===== src/rtl/sdload_pkg.sv =====
// Shared definitions for the SD-card SPI master: default widths and
// the transfer state encoding.
package sdload_pkg;

    localparam int SDLOAD_DATA_W = 8;
    localparam int SDLOAD_DIV_W  = 8;

    typedef enum logic [1:0] {
        IDLE  = 2'd0,
        PH_LO = 2'd1,
        PH_HI = 2'd2
    } sdspi_state_t;

endpackage


===== src/rtl/sdspi_master.sv =====
// SPI mode-0 master for an SD card, one DATA_W-bit word per start.
// Ports: fclk/rst, clkdiv (half-period - 1), cs_req_n, start, tx_data in;
// rx_data, busy, done out; sdcs_n, sdclk, sddo, sddi card pins.
module sdspi_master
    import sdload_pkg::*;
#(
    parameter int DATA_W = SDLOAD_DATA_W,
    parameter int DIV_W  = SDLOAD_DIV_W
) (
    input  logic              fclk,
    input  logic              rst,
    input  logic [DIV_W-1:0]  clkdiv,
    input  logic              cs_req_n,
    input  logic              start,
    input  logic [DATA_W-1:0] tx_data,
    output logic [DATA_W-1:0] rx_data,
    output logic              busy,
    output logic              done,
    output logic              sdcs_n,
    output logic              sdclk,
    output logic              sddo,
    input  logic              sddi
);

    localparam int CNT_W = $clog2(DATA_W);

    sdspi_state_t      state;
    logic [DIV_W-1:0]  div_q;
    logic [DIV_W-1:0]  div_cnt;
    logic [CNT_W-1:0]  bit_cnt;
    // MSB goes straight to sddo at start, so only the rest is kept
    logic [DATA_W-2:0] tx_sh;
    logic [DATA_W-1:0] rx_sh;

    always_ff @(posedge fclk or posedge rst) begin
        if (rst) begin
            state   <= IDLE;
            busy    <= 1'b0;
            done    <= 1'b0;
            sdclk   <= 1'b0;
            sddo    <= 1'b1;
            sdcs_n  <= 1'b1;
            rx_data <= '0;
            rx_sh   <= '0;
            tx_sh   <= '0;
            div_q   <= '0;
            div_cnt <= '0;
            bit_cnt <= '0;
        end else begin
            done <= 1'b0;
            // chip select only follows the request between transfers
            if (state == IDLE) begin
                sdcs_n <= cs_req_n;
            end
            unique case (state)
                IDLE: begin
                    if (start) begin
                        state   <= PH_LO;
                        busy    <= 1'b1;
                        sddo    <= tx_data[DATA_W-1];
                        tx_sh   <= tx_data[DATA_W-2:0];
                        div_q   <= clkdiv;
                        div_cnt <= clkdiv;
                        bit_cnt <= CNT_W'(DATA_W - 1);
                    end
                end
                PH_LO: begin
                    if (div_cnt == '0) begin
                        state   <= PH_HI;
                        sdclk   <= 1'b1;
                        rx_sh   <= {rx_sh[DATA_W-2:0], sddi};
                        div_cnt <= div_q;
                    end else begin
                        div_cnt <= div_cnt - 1'b1;
                    end
                end
                PH_HI: begin
                    if (div_cnt == '0) begin
                        sdclk <= 1'b0;
                        if (bit_cnt == '0) begin
                            state   <= IDLE;
                            busy    <= 1'b0;
                            done    <= 1'b1;
                            sddo    <= 1'b1;
                            rx_data <= rx_sh;
                        end else begin
                            state   <= PH_LO;
                            bit_cnt <= bit_cnt - 1'b1;
                            sddo    <= tx_sh[DATA_W-2];
                            tx_sh   <= {tx_sh[DATA_W-3:0], 1'b0};
                            div_cnt <= div_q;
                        end
                    end else begin
                        div_cnt <= div_cnt - 1'b1;
                    end
                end
                default: begin
                    state <= IDLE;
                    busy  <= 1'b0;
                    sdclk <= 1'b0;
                    sddo  <= 1'b1;
                end
            endcase
        end
    end

endmodule


===== config.mk =====
export PLATFORM = sky130hd
export DESIGN_NAME = sdspi_master
export DESIGN_NICKNAME = d
export VERILOG_FILES = /design/src/rtl/sdload_pkg.sv /design/src/rtl/sdspi_master.sv
export SDC_FILE = /design/constraint.sdc
export NUM_CORES = 1
export LEC_CHECK = 0
export CORE_UTILIZATION = 50
export DETAILED_ROUTE_END_ITERATION = 8
export PLACE_DENSITY_LB_ADDON = 0.1
export SYNTH_ARGS = -nofsm -noshare
export SYNTH_HDL_FRONTEND = slang
export SYNTH_SLANG_ARGS = --single-unit

===== constraint.sdc =====
create_clock -name fclk -period 2.05 [get_ports fclk]
set_input_delay 0.3075 -clock fclk [delete_from_list [all_inputs] [get_ports fclk]]
set_output_delay 0.3075 -clock fclk [all_outputs]
set_load 0.02 [all_outputs]

==> results of run 1 <==
-- layout make-up --
class                           count  area (sq um)  area share
Clock buffer                        5          68.8      0.0212
Clock inverter                      3          26.3     0.00810
Inverter                           11          41.3      0.0127
Multi-Input combinational cell    163          1300       0.399
Sequential cell                    49          1230       0.379
Tap cell                           67          83.8      0.0258
Timing Repair Buffer               54           500       0.154
-- how the worst min path moves through the flow --
stage | end | slack [ps] | cells after the start
5_1_grt | sdclk$_DFFE_PP0P_ | 400 | 3
4_1_cts | rx_data[0]$_DFFE_PP0P_ | 350 | 3
6_report | sdclk$_DFFE_PP0P_ | 350 | 3
3_3_place_gp | rx_data[6]$_DFFE_PP0P_ | 460 | 2
3_5_place_dp | rx_data[0]$_DFFE_PP0P_ | 460 | 2
2_1_floorplan | tx_sh[0]$_DFFE_PP0P_ | 410 | 2
-- kinds of logic (layout without fill, tap and decap cells) --
logic type,count (synthesis),in the layout,share of synthesized area
AOI/OAI and AO/OA,44,44,0.123
xor gates and xnor gates,2,2,0.00669
adders and majority gates,8,8,0.0382
buffers and inverters,21,73,0.0411
DFF,49,49,0.469
muxes,31,31,0.148
and+or+nand+nor,78,78,0.174
-- repair_timing --
action,CTS,global route
setup buffers,0,1
resized for setup,0,4
endpoints found under the setup margin,0,18
-- placed cells by master (no fill, tap or decap), types with 3 or more instances in the layout --
| master | Yosys | layout |
|---|---|---|
| ha_1 | 8 | 8 |
| inv_2 | 0 | 3 |
| dfrtp_1 | 47 | 47 |
| nand2_1 | 36 | 36 |
| buf_4 | 2 | 20 |
| nor2_1 | 8 | 8 |
| nand2b_1 | 3 | 3 |
| mux2_2 | 21 | 21 |
| o311ai_1 | 3 | 3 |
| clkdlybuf4s50_1 | 0 | 33 |
| nand3_1 | 3 | 3 |
| inv_6 | 0 | 3 |
| inv_1 | 10 | 7 |
| o211ai_1 | 4 | 4 |
| a21oi_1 | 10 | 10 |
| or3_1 | 3 | 3 |
| clkbuf_8 | 0 | 5 |
| mux2_4 | 10 | 10 |
| a31oi_1 | 6 | 6 |
| o21ai_0 | 4 | 4 |
| nor3_1 | 3 | 3 |
-- where the power goes --
group          switching, uW  total (uW)  internal, uW  leakage (uW)
combinational            760        1580           818      0.000820
sequential               254        1520          1270      0.000580
clock                    354         608           254     0.0000495
-- layer usage --
metal / GRT usage / up-vias
met2: 0.335 / 48
met5: 0 / -
met3: 0.0352 / 9
met1: 0.304 / 953
li1: - / 930
met4: 0.0818 / 0
-- critical path: stages, from the launching register on --
cell and delay, ps:
dfrtp_1 400, inv_2 70, ha_1 180, nor3b_2 180
buf_4 180, a41oi_4 150, nor2_4 280, mux2_2 370
-- metrics by stage --
step                      TNS (ps)  hold slack (ps)  worst slack [ps]  power (uW)  cell area, sq um
after floorplan                  0              413               122        2570              2620
after global placement           0              460              98.5        3060              3130
after detailed placement         0              461              50.0        3080              3130
after CTS                        0              354              42.2        3710              3220
after global routing         -88.5              397             -19.1        3950              3250
final                            0              353               117        3710              3250
-- registers in the layout (all words and copies together) (netlist names) --
signal and count:
bit_cnt 3, rx_sh 8, sddo 1, div_cnt 8
sdcs_n 1, rx_data 8, sdclk 1, div_q 8
busy 1, done 1, tx_sh 7, state 2
==> summary.txt, run 1 <==
Run status
  – Status: complete, no violations

Final layout
  – Total Nets Final: 313
  – Share of cells above drive strength 1: 0.284
  – Fillers: 398
  – Cell Count, Final, Fillers Out: 352
  – Final core utilization: 0.665
  – Layout area overhead: 23.9%
  – N_diodes: 0

CTS
  – CTS Buf Count: 5
  – CTS sink cnt: 49
  – Cts hold-fix bufs: 0
  – Longest Clk Path Bufs: 2
  – CTS Root Cell: clkbuf_8
  – Worst-path clk slew: 100 ps
  – CTS tree: done
  – CTS H-tree depth: 2
  – Clk_lat worst skew: 310 ps

Setup path
  – Worst reg2reg path startpoint: div_cnt[0]$_DFFE_PP0P_
  – Setup CP Type: reg2reg
  – CP Launch Point: div_cnt[0]$_DFFE_PP0P_
  – Top fanout value on the critical path: 8
  – Arrival @ worst endpoint: 2130 ps
  – Setup crit start kind: register
  – Setup crit end kind: register
  – R2r worst-path depth: 7
  – Crit path required time: 2250 ps
  – Reg2reg setup slack: 120 ps
  – Crit path to: tx_sh[5]$_DFFE_PP0P_
  – R2r endpoint: tx_sh[5]$_DFFE_PP0P_

STA
  – Period utilisation layout: 0.943
  – Setup-failing EPs final: 0
  – F_max: 517 MHz
  – Fin. max-slew vios: 0
  – Normalized max-slew margin: 0.717
  – Final Skew: 8.88 ps
  – Worst Tran Pin Value: 422 ps
  – Final hold vios: 0
  – Fin crit period: 1930 ps

Synth
  – Synth cell count leaders: dfrtp_1 (47), nand2_1 (36), mux2_2 (21)
  – Synth area leaders: dfrtp_1 (45%), mux2_2 (9.0%), mux2_4 (5.7%)
  – Fraction of synthesized cell area taken by the top area cell type: 0.449
  – Post-synth cell types: 56
  – Synthesized area: 0.00262 sq mm
  – Top-count cell post-synth: dfrtp_1
  – Ys async rst share: 1.00
  – Post-synthesis sequential area ratio: 0.469
  – Cell count after synthesis: 233
  – Synthesis Warnings: 0
  – Syn avg cell area: 11.2 sq um
  – Yosys reg bits: 49
  – Syn_nets: 262
  – EDFF count, synth: 0
  – Leading area contributor after synthesis: dfrtp_1
  – Synth Flop Type: dfrtp_1

Placement
  – Gpl congestion: 0.821
  – Port bufs: 33
  – Placed cells: 343
  – DPL Wire Length: 3780 microns

Drt
  – Detailed Route WL: 5500 microns
  – Router iterations before antenna repair: 5
  – Vias per cell: 5.51
  – Max layer used: met4
  – Wirelength per Cell: 15.6 microns
  – DR iter-0 viols: 127
  – Met3 WL: 212 microns
  – Vias: 1,940
  – Residual DRC count: 0
  – WL met1: 2660 microns
  – WL met2: 2550 microns
  – Post-DRT Antenna Nets: 0

Floorplanning
  – FP Rows: 25
  – Die X-Extent: 74.4 microns
  – I/O pins: 34
  – Overall die area: 0.00553 sq mm
  – Die height: 74.4 microns
  – Core footprint: 0.00488 sq mm
  – Initial Util: 0.537

Pwr
  – PwrDens: 1140 mW/mm^2
  – Max IR drop VDD: 0.556 mV
  – Lkg Pwr: 0.00145 uW

Run
  – Max Cap Viol: 0

Global routing
  – Largest net degree at the start of global routing: 50
  – Grt ovf: 0
  – Initial antenna violation count: 0
  – Gr usage total: 0.216
  – Global-route wire length before repair: 8910 microns
  – Number of global-route vias before repair: 1,876

Min path
  – Worst min path class: in2async
Power figures use the tool's default switching activity.
==> inputs of run 2 (changes only) <==
- CAP_MARGIN: not set -> 20
- CTS_CLUSTER_SIZE: not set -> 12
- clock period: 2.05 -> 2 ns (I/O delays scaled with it)
==> summary.txt, run 2 (synthesized netlist as in run 1, its figures left out) <==
Final layout
  – Most frequent cells in the layout: dfrtp_1 (47), nand2_1 (36), clkdlybuf4s50_1 (33)
  – Layout area overhead: 25.1%
  – Share of cells above drive strength 1: 0.294 (+0.00991)
  – Total Nets Final: 317 (+1.3%)
  – Final Cell Area: 0.00328 sq mm (+0.93%)
  – Commonest non-fill, non-tap cell in the layout: dfrtp_1
  – N_diodes: 0 (unchanged)

Setup path
  – Top fanout value on the critical path: 8 (unchanged)
  – Setup crit start kind: register
  – Setup CP Type: reg2reg
  – Critical path's slowest cell: dfrtp_1
  – Setup crit end kind: register
  – Crit path required time: 2200 ps (-50 ps)
  – CP cell instances: inv_1 > ha_1 > nor3b_2 > buf_4 > a41oi_4 > nor2_4 > mux2_2
  – Arrival @ worst endpoint: 2120 ps (about the same)
  – CP max stage delay: 410 ps (about the same)
  – Worst reg2reg path startpoint: div_cnt[1]$_DFFE_PP0P_
  – CP Launch Point: div_cnt[1]$_DFFE_PP0P_

Drt
  – Wirelength per Cell: 15.5 microns (-0.48%)
  – Router iterations before antenna repair: 4 (-1)
  – Vias: 1,959 (+0.98%)
  – DR iter-0 viols: 150 (+18%)
  – Post-DRT Antenna Nets: 0 (unchanged)
  – Residual DRC count: 0 (unchanged)
  – Vias per cell: 5.50 (-0.16%)
  – Detailed Route WL: 5540 microns (+0.65%)

STA
  – Worst Tran Pin Value: 439 ps (+17.1 ps)
  – Fin crit period: 1930 ps (-5.82 ps)
  – Final Skew: 10.1 ps (+1.21 ps)
  – Unrepaired setup endpoints after global routing: yes
  – F_max: 519 MHz (+0.30%)
  – Period utilisation layout: 0.964 (+0.0207)
  – Hold slack final: 308 ps (-44.3 ps)
  – Fin. max-slew vios: 0 (unchanged)
  – Final hold vios: 0 (unchanged)
  – Slack of the critical path: 72.9 ps (-44.2 ps)
  – Setup-failing EPs final: 0 (unchanged)
  – Setup TNS: 0 ps (unchanged)
  – Normalized max-slew margin: 0.707 (-0.00974)

Run
  – Max Cap Viol: 0 (unchanged)

Pwr
  – Lkg Pwr: 0.00146 uW (+1.0%)
  – PwrDens: 1170 mW/mm^2 (+2.3%)
  – Total power: 3830 uW (+3.3%)
  – Max IR drop VDD: 0.738 mV (+33%)

Floorplanning
  – Initial Util: 0.537 (unchanged)
  – Die X-Extent: 74.4 microns (unchanged)
  – Core footprint: 0.00488 sq mm (unchanged)
  – Overall die area: 0.00553 sq mm (unchanged)
  – FP Rows: 25 (unchanged)
  – Die height: 74.4 microns (unchanged)
  – I/O pins: 34 (unchanged)

Placement
  – Port bufs: 33 (unchanged)
  – Gpl congestion: 0.813 (-0.96%)
  – DPL Wire Length: 3980 microns (+5.3%)
  – Placed Area: 0.00315 sq mm (+0.72%)
  – Place WS: -0.400 ps (-50.4 ps)

CTS
  – CTS Buf Count: 5 (unchanged)
  – Clk_lat worst skew: 310 ps (about the same)
  – CTS Root Cell: clkbuf_8
  – Worst-path clk slew: 100 ps (about the same)
  – CTS sink cnt: 49 (unchanged)
  – CTS tree: done
  – CTS H-tree depth: 2 (unchanged)
  – Longest Clk Path Bufs: 2 (unchanged)

Global routing
  – Met2 Track Usage GR: 0.328 (-0.00701)
  – Grt ovf: 0 (unchanged)
  – Global-route wire length before repair: 9080 microns (+1.9%)
  – Gr usage total: 0.223 (+0.00737)
  – Initial antenna violation count: 0 (unchanged)
  – Largest net degree at the start of global routing: 32 (-36%)
  – Grt met1 use: 0.312 (+0.00817)
  – GRT busiest layer: met2
  – Met3 usage: 0.0528 (+0.0176)
  – Number of global-route vias before repair: 1,844 (-1.7%)

Run status
  – Status: complete, no violations

Min path
  – Worst min path class: in2async
[run 2: cell types whose count changed in the layout (fill, tap and decap cells not counted), sizes merged]
cell,delta
inv,-2
clkinvlp,+1
buf,+4
clkinv,+1
[run 2: final cells by class]
type / count / area (sq um)
Fill cell: 399 / 1600
Multi-Input combinational cell: 163 / 1300
Sequential cell: 49 / 1230
Timing Repair Buffer: 58 / 531
Tap cell: 67 / 83.8
Clock buffer: 5 / 68.8
Inverter: 11 / 41.3
Clock inverter: 3 / 21.3
[run 2: worst max-delay path, delay by kind of cell (launching register included)]
family                   cells  cell delay, ps
AND/OR/NAND/NOR              2             440
adder cells (fa/ha/maj)      1             170
buffers and inverters        2             280
AO/OA/AOI/OAI                1             150
multiplexers                 1             370
flip-flops                   1             410
[run 2: layer usage]
layer	up-vias	routed length, microns
met3	6	247
met5	-	0
met1	964	2620
met2	52	2580
met4	0	82
li1	937	-
[run 2: worst paths after layout]
| check | end | slack (ps) | cells after the start |
|---|---|---|---|
| hold / removal | tx_sh[0]$_DFFE_PP0P_ | 310 | 2 |
| setup reg to reg | tx_sh[5]$_DFFE_PP0P_ | 70 | 7 |
| setup / recovery | tx_sh[5]$_DFFE_PP0P_ | 70 | 7 |
| max in group asynchronous | div_cnt[5]$_DFFE_PP0P_ | 1190 | 3 |
| min in group fclk | rx_data[2]$_DFFE_PP0P_ | 480 | 2 |
| hold reg to reg | rx_data[2]$_DFFE_PP0P_ | 480 | 2 |
[run 2: report_power, final]
group | internal [uW] | switching, uW
clock network | 249 | 362
logic | 870 | 787
registers | 1300 | 261
total | 2420 | 1410
[run 2: stage by stage]
step                      instances   util
after floorplan                 233      -
after CTS                       354  0.665
after detailed placement        346  0.646
after global routing            356  0.671
after global placement          346  0.646
final                           356  0.671
[run 2: repair_timing]
action                                  4_1_cts  5_1_grt
hold buffers                                  0        0
endpoints found under the setup margin        9        8
pin swaps                                     0        3
setup buffers                                 0        2
resized for setup                             1        3
==> RTL edit: new RTL, config.mk and constraints of run 1 <==
The package constant `SDLOAD_DIV_W` goes from 8 to 9.
--- a/src/rtl/sdload_pkg.sv
+++ b/src/rtl/sdload_pkg.sv
@@ -5,3 +5,3 @@
     localparam int SDLOAD_DATA_W = 8;
-    localparam int SDLOAD_DIV_W  = 8;
+    localparam int SDLOAD_DIV_W  = 9;
 
Ports: changed (resized clkdiv); port bits go from 34 to 35. No check against the original RTL was run, so the function may have changed too.
==> RTL edit against run 1 <==
Synthesized area is 0.48% higher; clock power is 21% higher; wire length is 1.9% higher; sequential share of layout area is 0.061 points lower; utilization is 0.15 points higher; total power is 7.7% higher; worst setup slack worse by 60 ps; clock skew is 4.3 ps lower; combinational power is 7% higher; first-iteration DRC count is 61% lower; sequential cell count is 2 higher; cell area is 4.2% higher; critical endpoint is now rx_sh[1]$_DFFE_PP0P_.
==> RTL edit: results <==
[run_status]
status = complete, no violations

[routing]
dr.pass1.iters = 4
via_per_inst = 5.346
wl_um = 5604
wl_met2_um = 2755
drt-initial-drc-count = 49
wl_met1_um = 2604
top_layer = met4
dr_wl_met3_um = 172
wire_per_inst_um = 14.90

[place]
numPortBuffers = 34
dp_cells = 365
place_area_mm2 = 0.003221
post-place-ws_ps = -0.2736
post-dp-hpwl_um = 4100
gp_congestion = 0.8160

[worst_setup_path]
r2r_setup_slack_ps = 60
critPathKind = flip-flop to flip-flop
critical_path.top_delay_family = simple AND/OR/NAND/NOR gates
arrival_ps = 2190
reg2reg_from = div_cnt[0]$_DFFE_PP0P_
max_stage_delay_ps = 430
endpoint = rx_sh[1]$_DFFE_PP0P_
critPathSlowestCell = or3b_4
rr_endpoint = rx_sh[1]$_DFFE_PP0P_
reg2reg_depth = 7

[power]
irDropWorstVdd_mv = 0.6442
leakage_nw = 1.534

[synth]
yosysSeqAreaShare_pct = 48.60
async_flop_share_pct = 100.0
syn-num-nets = 274
synth_cell_types = 50
synthTopCellsByArea = dfrtp_1 (47%), mux2_2 (15%), nand2_1 (5.6%)
muxShareOfSynthArea_pct = 14.55
avgSynthCellArea_um2 = 10.74
synth_xor_area_share_pct = 0.6657
ys_warn_count = 0
synth_compound_area_share_pct = 12.32
netlist_top_cells_count = dfrtp_1 (49), nand2_1 (39), mux2_2 (34)
synth_fa_ha_area_share_pct = 3.329

[global_route]
use_met2_pct = 38.84
grt_first_pass_wirelength_um = 9370
grt_pass1_vias = 1967
grt_use_met1_pct = 29.22
track_usage_pct = 22.72
antenna_found_initial = 0
grt_use_met3_pct = 4.336
grt_max_degree = 25

[cells_and_area]
drive_above_1_share_pct = 28.76
nets = 334
antenna_cells = 0

[cts]
numCtsBuffers = 5

[timing]
tightestPinTransition_ps = 509.6
finClkSkew_ps = 4.614
fin_ws_ps = 57.54

[worst_hold_path]
min-delay-path-class = input port to asynchronous set/reset pin
## RTL edit: cell families (layout without fill, tap and decap cells)
kind of cell | Yosys count | in the layout
fa+ha+maj | 7 | 7
buf+inv | 24 | 85
flops | 51 | 51
mux | 34 | 34
simple gates | 80 | 80
compound gates | 47 | 47
xor+xnor | 2 | 2
## RTL edit: worst min-delay path by stage
| stage | cells past startpoint | slack (ps) | startpoint | endpoint |
|---|---|---|---|---|
| 3_3_place_gp | 2 | 460 | rx_data[5]$_DFFE_PP0P_ | rx_data[5]$_DFFE_PP0P_ |
| 2_1_floorplan | 2 | 410 | tx_data[0] | tx_sh[0]$_DFFE_PP0P_ |
| 6_report | 2 | 340 | rst | tx_sh[5]$_DFFE_PP0P_ |
| 5_1_grt | 2 | 380 | rst | tx_sh[5]$_DFFE_PP0P_ |
| 4_1_cts | 2 | 350 | rst | tx_sh[6]$_DFFE_PP0P_ |
| 3_5_place_dp | 2 | 460 | rx_sh[7]$_DFFE_PP0P_ | rx_data[7]$_DFFE_PP0P_ |
## RTL edit: power by group
part           internal [mW]  switching, mW  total, mW
clock                  0.371          0.363      0.734
combinational          0.861          0.832       1.69
sequential              1.32          0.243       1.57
total                   2.55           1.44       3.99
## RTL edit: final cells by class
| class | instances | area (um^2) |
|---|---|---|
| Timing Repair Buffer | 63 | 570.5 |
| Sequential cell | 51 | 1279 |
| Clock inverter | 3 | 47.55 |
| Tap cell | 70 | 87.58 |
| Clock buffer | 5 | 68.82 |
| Multi-Input combinational cell | 170 | 1277 |
| Inverter | 14 | 52.55 |
| Fill cell | 445 | 1692 |
## RTL edit: what timing repair did
action,in CTS,in global routing
setup buffers,1,2
hold buffers,0,0
pin swaps,0,1
endpoints found under the setup margin,8,25
gates resized for setup,0,7
